<file path="src/rtl/cpu_pkg.sv">
// Shared CPU datapath constants: architectural width, PC reset vector, and
// instruction size in bytes.
package cpu_pkg;
  localparam int          XLEN            = 32;
  localparam logic [31:0] PC_RESET_VECTOR = 32'h0000_0000;
  localparam int          INSTR_BYTES     = 4;
endpackage

</file>
<file path="src/rtl/pc_incr.sv">
// Constant-increment adder that produces the sequential next address.
// The sum wraps modulo 2^WIDTH.
module pc_incr #(
  parameter int WIDTH = 32,
  parameter int INC   = 4
) (
  input  logic [WIDTH-1:0] i_a,
  output logic [WIDTH-1:0] o_sum
);
  assign o_sum = i_a + WIDTH'(INC);
endmodule

</file>
<file path="src/rtl/pc.sv">
// Program counter: a register loaded with IN on every edge (reset has priority),
// plus a PC+4 output and a word-misalignment flag.
module pc
  import cpu_pkg::*;
#(
  parameter int               WIDTH        = XLEN,
  parameter logic [WIDTH-1:0] RESET_VECTOR = WIDTH'(PC_RESET_VECTOR)
) (
  input  logic             CLK,
  input  logic             RST,
  input  logic [WIDTH-1:0] IN,
  output logic [WIDTH-1:0] OUT,
  output logic [WIDTH-1:0] OUT_PLUS4,
  output logic             MISALIGNED
);
  logic [WIDTH-1:0] r_pc;
  logic [WIDTH-1:0] w_plus4;

  // No enable and no alignment masking: every bit of IN, including [1:0], is stored.
  always_ff @(posedge CLK) begin
    if (RST) r_pc <= RESET_VECTOR;
    else     r_pc <= IN;
  end

  pc_incr #(.WIDTH(WIDTH), .INC(INSTR_BYTES)) u_incr (
    .i_a  (r_pc),
    .o_sum(w_plus4)
  );

  assign OUT        = r_pc;
  assign OUT_PLUS4  = w_plus4;
  assign MISALIGNED = |r_pc[1:0];
endmodule

</file>
<file path="config.mk">
export PLATFORM = sky130hd
export DESIGN_NAME = pc
export DESIGN_NICKNAME = d
export VERILOG_FILES = /design/src/rtl/cpu_pkg.sv /design/src/rtl/pc_incr.sv /design/src/rtl/pc.sv
export SDC_FILE = /design/constraint.sdc
export NUM_CORES = 1
export LEC_CHECK = 0
export ABC_AREA = 1
export ABC_CLOCK_PERIOD_IN_PS = 1350
export BUFFER_PORTS_ARGS = -buffer_cell sky130_fd_sc_hd__buf_2
export CORE_ASPECT_RATIO = 0.9
export CORE_MARGIN = 5
export CORE_UTILIZATION = 25
export DETAILED_ROUTE_END_ITERATION = 7
export PLACE_DENSITY_LB_ADDON = 0.1
export SLEW_MARGIN = 40
export SYNTH_ARGS = -nofsm -noshare
export SYNTH_HDL_FRONTEND = slang
export SYNTH_SLANG_ARGS = --single-unit
</file>
<file path="constraint.sdc">
create_clock -name CLK -period 1.35 [get_ports CLK]
set_input_delay 0.0675 -clock CLK [delete_from_list [all_inputs] [get_ports CLK]]
set_output_delay 0.0675 -clock CLK [all_outputs]
set_load 0.02 [all_outputs]
</file>
==> run_results.csv, run 1 <==
group,metric,value,unit
run_status,status,"complete, but fails checks",
run_status,violations,"setup timing",
sta,setup_tns,-6.57,ns
clock_tree,clock_path_buffers,2,
clock_tree,cts_root_buf,"clkbuf_8",
sta,hold_viol_final,0,
yosys,synth_top_area_share,35.4,%
worst_setup_path,setup.worst_path.class,"register to output port",
min_path,min_from,"RST",
sta,min_period,1.66,ns
pwr,p_comb_share,25.0,%
yosys,ys_seq_elements,32,
place,dp_hpwl,4920,µm
place,port_buffers,98,
grt,grt_pass1_vias,2182,
sta,period_share,123,%
die,die_h,90.8,µm
final_layout,largest_register_ffs,32,
sta,setup_ws,-0.307,ns
yosys,synth_warnings,0,
die,initial_core_util,25.7,%
worst_setup_path,setup.worst_path.start,"OUT[3]",
worst_setup_path,required,1.28,ns
grt,grt-ovfl-total,0,
final_layout,final_cell_area,3560,µm²
clock_tree,clock_sinks,32,
final_layout,nets,481,
sta,worstMarginPinSlew,0.348,ns
clock_tree,cts_buffers,5,
pwr,max-vdd-ir-drop,0.000431,V
final_layout,final_common_cell,"buf_2",
detailed_routing,drt_iter0_markers,48,
final_layout,register_area,669,µm²
final_layout,multiInputGateArea,1190,µm²
grt,antenna_found_initial,0,
grt,grt_max_degree,18,
final_layout,antenna_cells,0,
grt,grtUsageTotal,13.8,%
yosys,seq_area_frac_synth,35.4,%
sta,setup_viol,28,
die,rows,29,
place,place.gp.congestion,0.838,
yosys,synth.largest_area_cell,"dfxtp_1",
clock_tree,path_clk_slew,0.07,ns
detailed_routing,vias_per_cell,3.93,
min_path,hold_path.class,"primary input to register",
final_layout,final_cell_mix,"buf_2 (70), nand2_1 (68), inv_1 (46)",
die,design.core.area,7040,µm²
detailed_routing,post-route-drc-count,0,
sta,max-slew-margin-rel,76.8,%
detailed_routing,routed_wl,6130,µm
die,dieArea,9050,µm²
final_layout,syn2layout_area_growth,96.6,%
job,drv_cap,0,
detailed_routing,ant_nets,0,
pwr,p_sw,749,µW
yosys,syn_area,1810,µm²
pwr,p_leak,0.00186,µW
detailed_routing,dr.pass1.iters,4,
yosys,ys_top_cells_by_area,"dfxtp_1 (35%), nand2_1 (16%), nor2_1 (13%), inv_1 (9.7%), xor2_1 (4.4%)",
detailed_routing,avgRoutedWirePerCell,11.3,µm
pwr,intPower,1870,µW
pwr,p_per_area,736,nW/µm²
worst_setup_path,cp.arrival,1.59,ns
yosys,synth.distinct_cells,20,
sta,grt_setup_unrepaired,"yes",
pwr,switching_share,28.6,%
sta,fmaxAchievable,603,MHz
grt,grt_pass1_wl,10100,µm
final_layout,drive_above_1_share,49.9,%
yosys,avgSynthCellArea,6.61,µm²
die,num_io_pins,99,
pwr,p_clk_share,34.9,%
clock_tree,htree_levels,2,
worst_setup_path,worst_setup_path_start_kind,"register",
yosys,syn_inst,274,
sta,slew_violations,0,
worst_setup_path,crit_path_max_fanout,5,
detailed_routing,via_count,2122,
worst_setup_path,end_kind,"output port",
final_layout,n_fill_cell,706,
clock_tree,cts_tree,"done",
place,postPlaceCellArea,2780,µm²
yosys,synth_fp_nets,309,
pwr,p_seq_share,40.1,%
die,fp.dieW,99.7,µm
## per-layer routing
metal,share of wire [%],vias up,global-route usage [%]
met5,0,-,0
met4,0.72,0,3.07
li1,-,1127,-
met2,46,57,22.1
met3,7.9,4,3.86
met1,45,934,18.3
## synthesized netlist by cell type (all sizes together)
library cell and instances:
clkbuf 3, xor2 10, o21ai 1, and2 3, ha 1, nand3 6, dfxtp 32, or2 1
xnor2 5, nor2 72, inv 47, nand3b 8, nand2 83, buf 2
## worst max-delay path, cell delays in order (launching register included)
cell     delay, ns
dfxtp_4       0.36
buf_6         0.10
nand2_4       0.06
nor2_8        0.18
nand2_4       0.08
nor2_4        0.20
nand2_1       0.08
nand2_1       0.06
nand2_1       0.06
buf_6         0.13
## logic make-up after synthesis
kind of cell,share of synthesized area [%]
AOI/OAI and AO/OA,0.276
buffers and inverters,11.2
DFF,35.4
and+or+nand+nor,44.8
adders and majority gates,0.690
xor gates and xnor gates,7.67
## path summary, 6_finish.rpt
kind,end,cells after the start
min,OUT[30],2
max,OUT_PLUS4[23],9
## per-stage QoR
step	hold WS [ns]	power [µW]	util, %	std cells	worst slack [ns]
after CTS	0.172	2630	48.3	538	-0.349
after floorplan	0.139	1330	-	274	-0.0224
after global routing	0.183	2750	50.6	540	-0.426
final	0.165	2620	50.6	540	-0.307
after detailed placement	0.274	1590	39.4	498	-0.0923
after global placement	0.267	1590	39.4	498	-0.0796
## power by group through the flow
stage | combinational (µW) | sequential (µW) | clock (µW)
final | 655 | 1050 | 916
after CTS | 637 | 1050 | 947
after floorplan | 198 | 1130 | 0
after detailed placement | 520 | 1070 | 0
after global placement | 518 | 1070 | 0
after global routing | 709 | 1060 | 982
## final cells by class
class,instances,share of cell area [%]
Inverter,47,4.95
Multi-Input combinational cell,190,33.5
Tap cell,93,3.27
Clock inverter,3,1.19
Timing Repair Buffer,170,36.4
Clock buffer,5,1.93
Sequential cell,32,18.8
## timing repair
item,4_1_cts,5_1_grt
setup buffers,0,3
endpoints found under the hold margin,32,0
pin swaps,18,30
resized for setup,58,50
setup endpoints to repair,28,28
hold buffers,32,0
Power figures use the tool's default switching activity.
==> run 2, diff against run 1 <==
- SETUP_SLACK_MARGIN: default -> 0.05
==> run 2 against run 1 <==
  * The flow still finishes with violations (setup timing)
  * Sequential power about the same
  * Via count down 0.33%
  * Critical path depth down 1
  * Largest cell class unchanged
  * Critical path type unchanged
==> run_results.csv, run 2 (synthesis gave the netlist of run 1 again) <==
group,metric,value,unit
run_status,status,"complete, but fails checks",
run_status,violations,"setup timing",
clock_tree,clock_path_buffers,2,
detailed_routing,ant_nets,0,
sta,max-slew-margin-rel,78.8,%
final_layout,nets,479,
worst_setup_path,cp.arrival,1.65,ns
die,num_io_pins,99,
grt,grt_max_degree,20,
die,rows,29,
worst_setup_path,cp_slowest_cell,"dfxtp_4",
sta,setup_viol,28,
grt,grt_pass1_vias,2190,
pwr,p_sw,729,µW
detailed_routing,wl_met1,2750,µm
detailed_routing,highest_layer,"met4",
detailed_routing,routed_wl,6050,µm
die,fp.dieW,99.7,µm
min_path,hold_path.class,"primary input to register",
grt,grt_pass1_wl,10200,µm
pwr,p_comb_share,26.7,%
worst_setup_path,path_cells,"buf_6, nand2_4, nor2_8, nand2_4, nor2_4, buf_12, xor2_4, buf_6",
detailed_routing,via_count,2115,
pwr,p_seq_share,43.9,%
detailed_routing,met2_wirelength,2840,µm
sta,slew_violations,0,
place,port_buffers,98,
sta,worstMarginPinSlew,0.318,ns
final_layout,antenna_cells,0,
job,drv_cap,0,
detailed_routing,dr_wl_met3,407,µm
pwr,p_clk_share,29.5,%
die,initial_core_util,25.7,%
final_layout,n_fill_cell,732,
detailed_routing,post-route-drc-count,0,
sta,setup_tns,-6.74,ns
worst_setup_path,setup.worst_path.start,"OUT[3]",
die,die_h,90.8,µm
clock_tree,path_clk_slew,0.07,ns
worst_setup_path,end_kind,"output port",
place,dp_hpwl,4880,µm
die,design.core.area,7040,µm²
sta,hold_viol_final,0,
sta,period_share,127,%
pwr,max-vdd-ir-drop,0.000393,V
sta,fmaxAchievable,583,MHz
detailed_routing,avgRoutedWirePerCell,11.2,µm
detailed_routing,drt_iter0_markers,41,
final_layout,largest_register_ffs,32,
pwr,switching_share,30.3,%
clock_tree,clock_sinks,32,
grt,grtUsageTotal,14.0,%
worst_setup_path,crit_path_max_fanout,5,
sta,min_period,1.72,ns
worst_setup_path,setup.worst_path.class,"register to output port",
final_layout,final_common_cell,"buf_2",
worst_setup_path,slowest_delay,0.36,ns
detailed_routing,dr.pass1.iters,4,
die,dieArea,9050,µm²
pwr,p_per_area,670,nW/µm²
final_layout,final_cell_mix,"buf_2 (70), nand2_1 (63), inv_1 (47)",
place,place_ws,-0.0798,ns
worst_setup_path,critPathCapture,"OUT_PLUS4[15]",
sta,hold_ws,0.150,ns
clock_tree,htree_levels,2,
clock_tree,cts_tree,"done",
sta,grt_setup_unrepaired,"yes",
grt,antenna_found_initial,0,
clock_tree,cts_root_buf,"clkbuf_8",
pwr,p_leak,0.00185,µW
sta,setup_ws,-0.365,ns
final_layout,drive_above_1_share,51.0,%
worst_setup_path,required,1.28,ns
clock_tree,cts_buffers,5,
worst_setup_path,worst_setup_path_start_kind,"register",
pwr,intPower,1680,µW
grt,grt-ovfl-total,0,
place,place.gp.congestion,0.826,
final_layout,syn2layout_area_growth,98.2,%
detailed_routing,vias_per_cell,3.93,
min_path,min_from,"RST",
## run 2: power groups by stage
stage | Clock (µW) | Sequential, µW | Combinational (µW)
floorplan | 0 | 1140 | 204
global placement | 0 | 1080 | 501
detailed placement | 0 | 1080 | 504
CTS | 754 | 1050 | 623
global route | 792 | 1070 | 699
finish | 709 | 1060 | 643
## run 2: timing repair
item | 4_1_cts | 5_1_grt
pin swaps | 22 | 32
resized for setup | 60 | 49
hold buffers | 32 | 0
endpoints found under the hold margin | 32 | 0
setup buffers | 6 | 4
setup endpoints to repair | 27 | 28
## run 2: through the flow
stage	power [µW]	instances	cell area [µm²]	utilization, %
after floorplan	1350	274	1950	-
after global placement	1580	491	2780	39.5
after detailed placement	1580	491	2780	39.5
after CTS	2430	536	3400	48.3
after global routing	2560	538	3590	51.0
final	2410	538	3590	51.0
## run 2: critical path: cells and delay by family (launching register included)
family / cells / cell delay, ns
flops: 1 / 0.36
simple gates: 4 / 0.52
xor+xnor: 1 / 0.12
buf+inv: 3 / 0.37
## run 2: area by class of cell
class	count	area, µm²	share of cell area (%)
inverters	47	176	4.91
clock buffers	7	76.3	2.13
well taps	93	116	3.24
repair buffers	168	1300	36.1
flip-flops and latches	32	683	19.0
clock inverters	1	3.75	0.105
multi-input cells	190	1240	34.5
## run 2: worst min path at each step
stage | end | cells past startpoint
floorplan | OUT[23] | 1
detailed placement | OUT[7] | 3
CTS | OUT[11] | 2
global placement | OUT[0] | 3
finish | OUT[11] | 2
global route | OUT[18] | 2
## run 2: routing by layer
layer	vias up	track usage (%)
met2	63	22.6
met3	5	3.78
li1	1131	-
met5	-	0
met1	916	18.8
met4	0	2.73
